## config.mk

```make
export PLATFORM = sky130hd
export DESIGN_NAME = loop_perf_counter
export DESIGN_NICKNAME = d
export VERILOG_FILES = /design/src/rtl/loop_perf_pkg.sv /design/src/rtl/perf_rec_fifo.sv /design/src/rtl/loop_perf_counter.sv
export SDC_FILE = /design/constraint.sdc
export NUM_CORES = 1
export LEC_CHECK = 0
export CORE_ASPECT_RATIO = 0.7
export CORE_MARGIN = 3
export CORE_UTILIZATION = 50
export CTS_CLUSTER_DIAMETER = 120
export CTS_CLUSTER_SIZE = 40
export DETAILED_ROUTE_END_ITERATION = 16
export DONT_BUFFER_PORTS = 1
export GPL_TIMING_DRIVEN = 0
export PLACE_DENSITY = 0.68
export SYNTH_ARGS = -nofsm -noshare
export SYNTH_HDL_FRONTEND = slang
export SYNTH_SLANG_ARGS = --single-unit
```

## constraint.sdc

```tcl
create_clock -name clock -period 4.75 [get_ports clock]
set_input_delay 1.1875 -clock clock [delete_from_list [all_inputs] [get_ports clock]]
set_output_delay 1.1875 -clock clock [all_outputs]
set_load 0.005 [all_outputs]
```

## src/rtl/loop_perf_pkg.sv

```systemverilog
// loop_perf_pkg: shared types and helpers for the per-loop performance counter
package loop_perf_pkg;

    localparam int CNT_W_DEF  = 32;
    localparam int ITER_W_DEF = 16;
    localparam int ID_W_DEF   = 8;

    typedef enum logic [0:0] {
        IDLE = 1'b0,
        RUN  = 1'b1
    } perf_state_e;

    // Default-width record; the top builds a matching struct from its own parameters
    typedef struct packed {
        logic [ID_W_DEF-1:0]   id;
        logic [CNT_W_DEF-1:0]  latency;
        logic [ITER_W_DEF-1:0] iters;
        logic [CNT_W_DEF-1:0]  stalls;
        logic                  unbalanced;
    } loop_perf_rec_t;

    // Increment v by inc, holding at the all-ones value of a w-bit counter
    function automatic logic [63:0] sat_inc(input logic [63:0] v, input logic inc, input int unsigned w);
        logic [63:0] lim;
        lim = (w >= 64) ? '1 : ((64'd1 << w) - 64'd1);
        return (inc && v < lim) ? v + 64'd1 : v;
    endfunction

endpackage

```

## src/rtl/perf_rec_fifo.sv

```systemverilog
// perf_rec_fifo: first-word-fall-through record FIFO with async reset and sync clear
module perf_rec_fifo
    import loop_perf_pkg::*;
#(
    parameter type T     = loop_perf_rec_t,
    parameter int  DEPTH = 4
) (
    input  logic clock,
    input  logic reset,
    input  logic clear_i,
    input  logic push_i,
    input  T     wr_data_i,
    input  logic pop_i,
    output T     rd_data_o,
    output logic full_o,
    output logic empty_o
);

    localparam int AW = $clog2(DEPTH);

    T               mem_q [DEPTH];
    logic [AW:0]    wr_q, wr_d, rd_q, rd_d;
    logic           do_push, do_pop;

    // A pop frees the slot a same-cycle push needs, so full+pop still accepts the push
    always_comb begin
        empty_o   = wr_q == rd_q;
        full_o    = (wr_q[AW] != rd_q[AW]) && (wr_q[AW-1:0] == rd_q[AW-1:0]);
        do_pop    = pop_i & ~empty_o;
        do_push   = push_i & (~full_o | do_pop);
        wr_d      = do_push ? wr_q + 1'b1 : wr_q;
        rd_d      = do_pop ? rd_q + 1'b1 : rd_q;
        rd_data_o = empty_o ? '0 : mem_q[rd_q[AW-1:0]];
    end

    // Storage needs no reset: the head is masked to zero while empty
    always_ff @(posedge clock) begin
        if (do_push) mem_q[wr_q[AW-1:0]] <= wr_data_i;
    end

    // Read/write pointers with one wrap bit to tell full from empty
    always_ff @(posedge clock or posedge reset) begin
        if (reset) begin
            wr_q <= '0;
            rd_q <= '0;
        end else if (clear_i) begin
            wr_q <= '0;
            rd_q <= '0;
        end else begin
            wr_q <= wr_d;
            rd_q <= rd_d;
        end
    end

endmodule

```

## src/rtl/loop_perf_counter.sv

```systemverilog
// loop_perf_counter: per-invocation latency/iteration/stall statistics for one HLS loop
module loop_perf_counter
    import loop_perf_pkg::*;
#(
    parameter int CNT_W      = 32,
    parameter int ITER_W     = 16,
    parameter int ID_W       = 8,
    parameter int FIFO_DEPTH = 4
) (
    input  logic              clock,
    input  logic              reset,
    input  logic              loop_start,
    input  logic              loop_done,
    input  logic              iter_start,
    input  logic              iter_end,
    input  logic              stall,
    input  logic              clear,
    output logic              rec_valid,
    input  logic              rec_ready,
    output logic [ID_W-1:0]   rec_id,
    output logic [CNT_W-1:0]  rec_latency,
    output logic [ITER_W-1:0] rec_iters,
    output logic [CNT_W-1:0]  rec_stalls,
    output logic              rec_unbalanced,
    output logic [7:0]        drop_cnt,
    output logic              overflow
);

    typedef struct packed {
        logic [ID_W-1:0]   id;
        logic [CNT_W-1:0]  latency;
        logic [ITER_W-1:0] iters;
        logic [CNT_W-1:0]  stalls;
        logic              unbalanced;
    } rec_t;

    perf_state_e       state_q, state_d;
    logic [ID_W-1:0]   id_q, id_d, next_id_q, next_id_d;
    logic [CNT_W-1:0]  lat_q, lat_d, stalls_q, stalls_d;
    logic [ITER_W-1:0] iters_q, iters_d, starts_q, starts_d;
    logic [7:0]        drop_q, drop_d;
    logic              ovf_q, ovf_d;
    logic [CNT_W-1:0]  lat_acc, stalls_acc;
    logic [ITER_W-1:0] iters_acc, starts_acc, rec_it, rec_st;
    logic              run, open, close_run, push, pop, drop, full, empty;
    rec_t              rec_in, head;

    // Accumulate while running, open on start (from IDLE or back-to-back), close on done
    always_comb begin
        run        = state_q == RUN;
        open       = loop_start & (~run | loop_done);
        close_run  = run & loop_done;
        push       = (close_run | (~run & loop_start & loop_done)) & ~clear;
        lat_acc    = CNT_W'(sat_inc(64'(lat_q), 1'b1, CNT_W));
        stalls_acc = CNT_W'(sat_inc(64'(stalls_q), stall, CNT_W));
        iters_acc  = ITER_W'(sat_inc(64'(iters_q), iter_end, ITER_W));
        starts_acc = ITER_W'(sat_inc(64'(starts_q), iter_start, ITER_W));
        state_d    = ((run & ~loop_done) | (open & (run | ~loop_done))) ? RUN : IDLE;
        lat_d      = open ? CNT_W'(1) : run ? lat_acc : lat_q;
        stalls_d   = open ? CNT_W'(stall) : run ? stalls_acc : stalls_q;
        iters_d    = open ? ITER_W'(iter_end) : run ? iters_acc : iters_q;
        starts_d   = open ? ITER_W'(iter_start) : run ? starts_acc : starts_q;
        id_d       = open ? next_id_q : id_q;
        next_id_d  = open ? next_id_q + 1'b1 : next_id_q;
        rec_it     = close_run ? iters_acc : ITER_W'(iter_end);
        rec_st     = close_run ? starts_acc : ITER_W'(iter_start);
        rec_in.id         = close_run ? id_q : next_id_q;
        rec_in.latency    = close_run ? lat_acc : CNT_W'(1);
        rec_in.iters      = rec_it;
        rec_in.stalls     = close_run ? stalls_acc : CNT_W'(stall);
        rec_in.unbalanced = rec_st != rec_it;
        pop        = ~empty & rec_ready;
        drop       = push & full & ~pop;
        drop_d     = 8'(sat_inc(64'(drop_q), drop, 8));
        ovf_d      = ovf_q | drop;
    end

    // FSM, live counters and drop statistics; clear overrides all other events
    always_ff @(posedge clock or posedge reset) begin
        if (reset) begin
            state_q   <= IDLE;
            id_q      <= '0;
            next_id_q <= '0;
            lat_q     <= '0;
            stalls_q  <= '0;
            iters_q   <= '0;
            starts_q  <= '0;
            drop_q    <= '0;
            ovf_q     <= 1'b0;
        end else if (clear) begin
            state_q   <= IDLE;
            id_q      <= '0;
            next_id_q <= '0;
            lat_q     <= '0;
            stalls_q  <= '0;
            iters_q   <= '0;
            starts_q  <= '0;
            drop_q    <= '0;
            ovf_q     <= 1'b0;
        end else begin
            state_q   <= state_d;
            id_q      <= id_d;
            next_id_q <= next_id_d;
            lat_q     <= lat_d;
            stalls_q  <= stalls_d;
            iters_q   <= iters_d;
            starts_q  <= starts_d;
            drop_q    <= drop_d;
            ovf_q     <= ovf_d;
        end
    end

    perf_rec_fifo #(
        .T     (rec_t),
        .DEPTH (FIFO_DEPTH)
    ) u_fifo (
        .clock     (clock),
        .reset     (reset),
        .clear_i   (clear),
        .push_i    (push),
        .wr_data_i (rec_in),
        .pop_i     (rec_ready),
        .rd_data_o (head),
        .full_o    (full),
        .empty_o   (empty)
    );

    assign rec_valid      = ~empty;
    assign rec_id         = head.id;
    assign rec_latency    = head.latency;
    assign rec_iters      = head.iters;
    assign rec_stalls     = head.stalls;
    assign rec_unbalanced = head.unbalanced;
    assign drop_cnt       = drop_q;
    assign overflow       = ovf_q;

endmodule
```

; ---- Word level (Yosys, flattened, before mapping)
; Memories as Yosys holds them, arrays and structs flattened.
; Index checks and enable logic that the tools add are counted.
[word_totals]
regBits = 128
ramBits = 356
in_bits = 9
output_inout_bits = 99
elab_cells = 99
mem_count = 1
[op_classes]
addsub = 8
order_cmp = 5
n_eq_ne = 4
mux = 37
bitwise = 23
reduce_logical = 10
[mem_list]
columns = memory, words, width, rd, rd_clocked_by_memory_dff, wr, line_no
row1 = u_fifo.mem_q, 4, 89, 1, 0, 1, perf_rec_fifo.sv:21  ; T mem_q [DEPTH];
[ops]
columns = op, n
row1 = two-way mux 32 bit, 10
row2 = two-way mux 16 bit, 10
row3 = two-way mux 89 bit, 1
row4 = "adder 32 x 1 -> 32 bit, second input constant", 2
row5 = "< comparator 32 bit, second input constant", 2
row6 = two-way mux 8 bit, 7
row7 = "adder 16 x 1 -> 16 bit, second input constant", 2
row8 = "< comparator 16 bit, second input constant", 2
row9 = "adder 8 x 1 -> 8 bit, second input constant", 2
row10 = != test 16 bit, 1
row11 = two-way mux 3 bit, 4
row12 = AND 1 bit, 11
row13 = "< comparator 8 bit, second input constant", 1
row14 = nonzero test 2 bit, 4
row15 = "adder 3 x 1 -> 3 bit, second input constant", 2
row16 = NOT 1 bit, 6
row17 = bitwise OR 1 bit, 6
row18 = logical AND 1 bit, 5
row19 = two-way mux 1 bit, 5
row20 = equality test 3 bit, 1
row21 = nonzero test 3 bit, 1
row22 = equality test 2 bit, 1
row23 = != test 1 bit, 1

; ---- Longest topological paths before layout
[depth]
word_depth = 10
depth_mapped = 12
ltp_nobuf = 9

; ---- Cells and area by module
; From an unflattened synthesis, not the netlist that was laid out.
[hier_totals]
hier_cells = 1692
area_unflattened_um2 = 22240.1
[by_module_without_submodules]
columns = mod, n_inst, cells_per_inst, area_per_inst_um2, seq_area_each_um2
row1 = perf_rec_fifo, 1, 615, 13865.8, 10840.4
row2 = loop_perf_counter, 1, 1077, 8374.3, 3052.9

; ---- Worst setup path before layout
; OpenSTA, ideal clock, no wires.
[synth_timing]
path_kind = in2reg
from = in clear
to = mem u_fifo.mem_q[1][0] (netlist bit), enable pin
setup_time_ns = 0.457
t_arrival_ns = 4.202
required_ns = 4.293
path_slack_ns = 0.091
stages = 3
n_path_buf = 1
cell_sequence = clkbuf_1 -> nor4_1 -> and2_1
[synth_via]
elab_chain_len = 5
[synth_lines]
columns = element, line_no
row1 = start: declaration, loop_perf_counter.sv:17  ; input logic clear,
row2 = NOT 1 bit, loop_perf_counter.sv:53  ; push = (close_run | (~run & loop_start & loop_done)) & ~clear;
row3 = AND 1 bit, loop_perf_counter.sv:53
row4 = AND 1 bit, perf_rec_fifo.sv:30  ; do_push = push_i & (~full_o | do_pop);
row5 = two-way mux 1 bit, perf_rec_fifo.sv:38  ; if (do_push) mem_q[wr_q[AW-1:0]] <= wr_data_i;
row6 = two-way mux 1 bit (implied by the code), perf_rec_fifo.sv:38
row7 = end: declaration, perf_rec_fifo.sv:21
; No other way between the ends.

; ---- Final worst setup path
[layout_timing]
from = reg u_fifo.rd_q[0]
to = out rec_stalls[0]
[layout_via]
elab_chain_len = 2
elab_cells_between_ends = 3
classes_between = eq/ne: 1 / mux: 1 / memory: 1
[layout_lines]
columns = element, line_no
row1 = start: declaration, perf_rec_fifo.sv:22  ; logic [AW:0] wr_q, wr_d, rd_q, rd_d;
row2 = start signal: assignment, perf_rec_fifo.sv:51  ; rd_q <= rd_d;
row3 = memory read (4 x 89 bit) or equality test 3 bit (tied branches), -
row4 = two-way mux 89 bit (*), perf_rec_fifo.sv:33  ; rd_data_o = empty_o ? '0 : mem_q[rd_q[AW-1:0]];
row5 = end: declaration, loop_perf_counter.sv:23  ; output logic [CNT_W-1:0] rec_stalls,
; Every way passes the cells marked *; elsewhere a longest branch is shown, timed or not.

==> out/summary.txt <==
commonest non-fill, non-tap cell in the layout = edfxtp_1
post-synth top area cell = edfxtp_1
cell mode on critical path = clkbuf_1
XOR/XNOR Fraction of Synth Area = 0.0447
Resize count post-CTS = 1
Setup crit end kind = output port
Inst Count DP = 2233
CTS sink cnt = 484
WP data required = 3.56 ns
CP Buf/Inv Count = 3
Area Growth Syn to Fin = 6.27%
CTS tree = built
smallest hold slack = 0.519 ns
met2 WL post-DR = 23200 microns
status = finished, violations left
hold_buf cts = 0
Overflow after GRT = 0
total die area = 46600 sq um
via/cell ratio = 5.92
f_max = 218 MHz
Tightest Pin Transition = 1.51 ns
Distinct cells, synth = 72
Post-Synthesis Cell Area = 22000 sq um
Worst slew margin = -0.0121
top routing layer in use = met4
Power Dens Cells = 331 nW/um^2
final count of hold timing violations = 0
vias = 13400
initial core utilization = 0.513
largest cells by area after synthesis = edfxtp_1, dfrtp_1, mux4_2, nand2_1, and2_1
first-pass GRT wire length = 78300 microns
crit path max fanout = 10
Max-Cap Viols = 1
Yosys top cell area share = 0.486
slowest stage delay, CP = 0.80 ns
Final GP Congestion = 0.894
mux contribution to synthesized area = 0.0953
largest net degree at the start of global routing = 67
maximum clock insertion buffer count = 3
failing checks = max-capacitance violations, max-slew violations
Leakage = 0.00754 uW
Root Driver = clkbuf_16
crit path time final = 4.59 ns
WL per Instance = 22.2 microns
width of the chip = 257 microns
Synth Area in Compound Gates = 0.0679
drt total wl = 50200 microns
ANT nets after route = 0
# nets final = 1686
commonest non-fill, non-tap cells in the layout = edfxtp_1, nand2_1, dfrtp_1, nor2_1
CTS buffer count = 16
main combinational cell family by area after synthesis = simple AND/OR/NAND/NOR gates
fraction of layout cells with a size suffix above 1 = 0.0913
Syn Area/Cell = 13.4 sq um
CP max-delay cell = clkbuf_1
RR Startpoint = u_fifo.rd_q[0]$_DFFE_PP0P_
synth warn = 0
reg2reg setup slack = 0.82 ns
crit path cell chain = clkbuf_1 > xor2_1 > nor2_1 > nand2_1 > clkbuf_2 > clkbuf_1 > and2_1
Post-synth ARST share = 0.264
critical path launch point type = register
Slew Viols, Final = 7
Synth Area in Simple Gates = 0.135
Crit Path Category = register to output port
Non-Filler Instances = 2261
synthesis-stage register bit count = 484
I/O Buffers = 0
HPWL Detailed = 34200 microns
diode count = 0
fraction of the cycle the final worst path needs = 0.966
Crit path max-delay family = buffers and inverters
row count = 63
Pre-antenna DRT Iters = 6
VDD IR-drop max = 0.220 mV
Metal-1 WL = 22900 microns
area share of fa/ha/maj cells after synthesis = 0.00625
DRC viols = 0
Starting DRT DRC Count = 1312
Setup Skew = 0.0651 ns
post-synth net total = 1663
Clock transition at path regs = 0.16 ns
routed wl met3 = 3070 microns
Worst Hold Class = primary input to asynchronous set/reset pin
CTS H-Tree Depth = 1
vias in the first global route = 12900
clock latency on the worst-skew pair = 0.58 ns
crit path launch = u_fifo.rd_q[0]$_DFFE_PP0P_
final setup fails = 0
# Post-CTS Setup Buffers = 0
Core ar. = 42900 sq um
EDFF count, synth = 356
Die H = 182 microns
sequential area share after synthesis = 0.631
RSZ-0062 raised after global routing = false
initial antenna violation count = 0
most frequently used flop master after synthesis = edfxtp_1
Gate Count Post-Synth = 1643
IO Pins = 108
gr usage total = 0.215
worst path arrival time = 3.40 ns
## power by group
group          leakage [uW]  switching (uW)  internal, uW  total (uW)
clock              0.000233            1240           697        1930
sequential          0.00483            25.3          4570        4600
combinational       0.00248             691           520        1210
## cells by family (layout without fill, tap and decap cells)
kind of cell | Yosys count | after routing
simple gates | 592 | 592
flops | 484 | 484
compound gates | 244 | 244
buf+inv | 108 | 141
xor+xnor | 106 | 106
mux | 98 | 98
fa+ha+maj | 11 | 11
## cells in the mapped netlist (4+ instances only)
library cell and instances:
a21o_1 4, a21oi_1 40, a22o_1 6, a31oi_1 24, and2_1 108, and3_1 32, and4_1 14, buf_1 12
buf_2 8, clkbuf_1 71, dfrtp_1 128, edfxtp_1 356, ha_1 11, inv_1 14, mux2i_1 7, mux4_2 89
nand2_1 197, nand2b_1 4, nand3_1 35, nand4_1 27, nor2_1 116, nor3_1 13, nor3b_1 5, nor4_1 8
o21a_1 4, o21ai_0 105, o31ai_1 31, or3_1 8, xnor2_1 55, xor2_1 47
## layout make-up
type                    instances  area, sq um
multi-input cells            1051         7690
repair buffers                  5          138
well taps                     585          732
inverters                      14         60.1
clock buffers                  27          463
fillers                      3545        19500
flip-flops and latches        484        13900
clock inverters                 1         30.0
plain buffers                  94          373
## layer usage
metal | global-route usage | vias to the layer above
met5 | 0 | -
met4 | 0.0401 | 0
met3 | 0.0351 | 49
met2 | 0.339 | 399
met1 | 0.323 | 6803
li1 | - | 6131
## through the flow
step           instance area (sq um)  total power, uW  utilization  setup WS, ns  setup TNS, ns
2_1_floorplan                  22000             5590            -        0.0906              0
3_3_place_gp                   22700             5930        0.530         -1.87        -820.73
5_1_grt                        23400             8060        0.545       0.00647              0
3_5_place_dp                   22900             5940        0.534         0.221              0
6_report                       23400             7740        0.545         0.163              0
4_1_cts                        23400             7840        0.545        0.0937              0
## final timing paths
path | to | cells after the start
setup / recovery | rec_stalls[0] | 7
hold / removal | drop_cnt[7]$_DFFE_PP0P_ | 1
setup reg to reg | u_fifo.mem_q[3][47]$_DFFE_PP_ | 7
hold reg to reg | stalls_q[25]$_DFFE_PP0P_ | 1
max in group asynchronous | starts_q[10]$_DFFE_PP0P_ | 2
min in group clock | stalls_q[25]$_DFFE_PP0P_ | 1
## flip-flops by register name (all words and copies together), names as in the netlist
| signal | flops |
|---|---|
| u_fifo.mem_q | 356 |
| lat_q | 32 |
| stalls_q | 32 |
| iters_q | 16 |
| starts_q | 16 |
| drop_cnt | 8 |
| id_q | 8 |
| next_id_q | 8 |
| u_fifo.rd_q | 3 |
| u_fifo.wr_q | 3 |
| overflow | 1 |
| run | 1 |
Power figures use the tool's default switching activity.
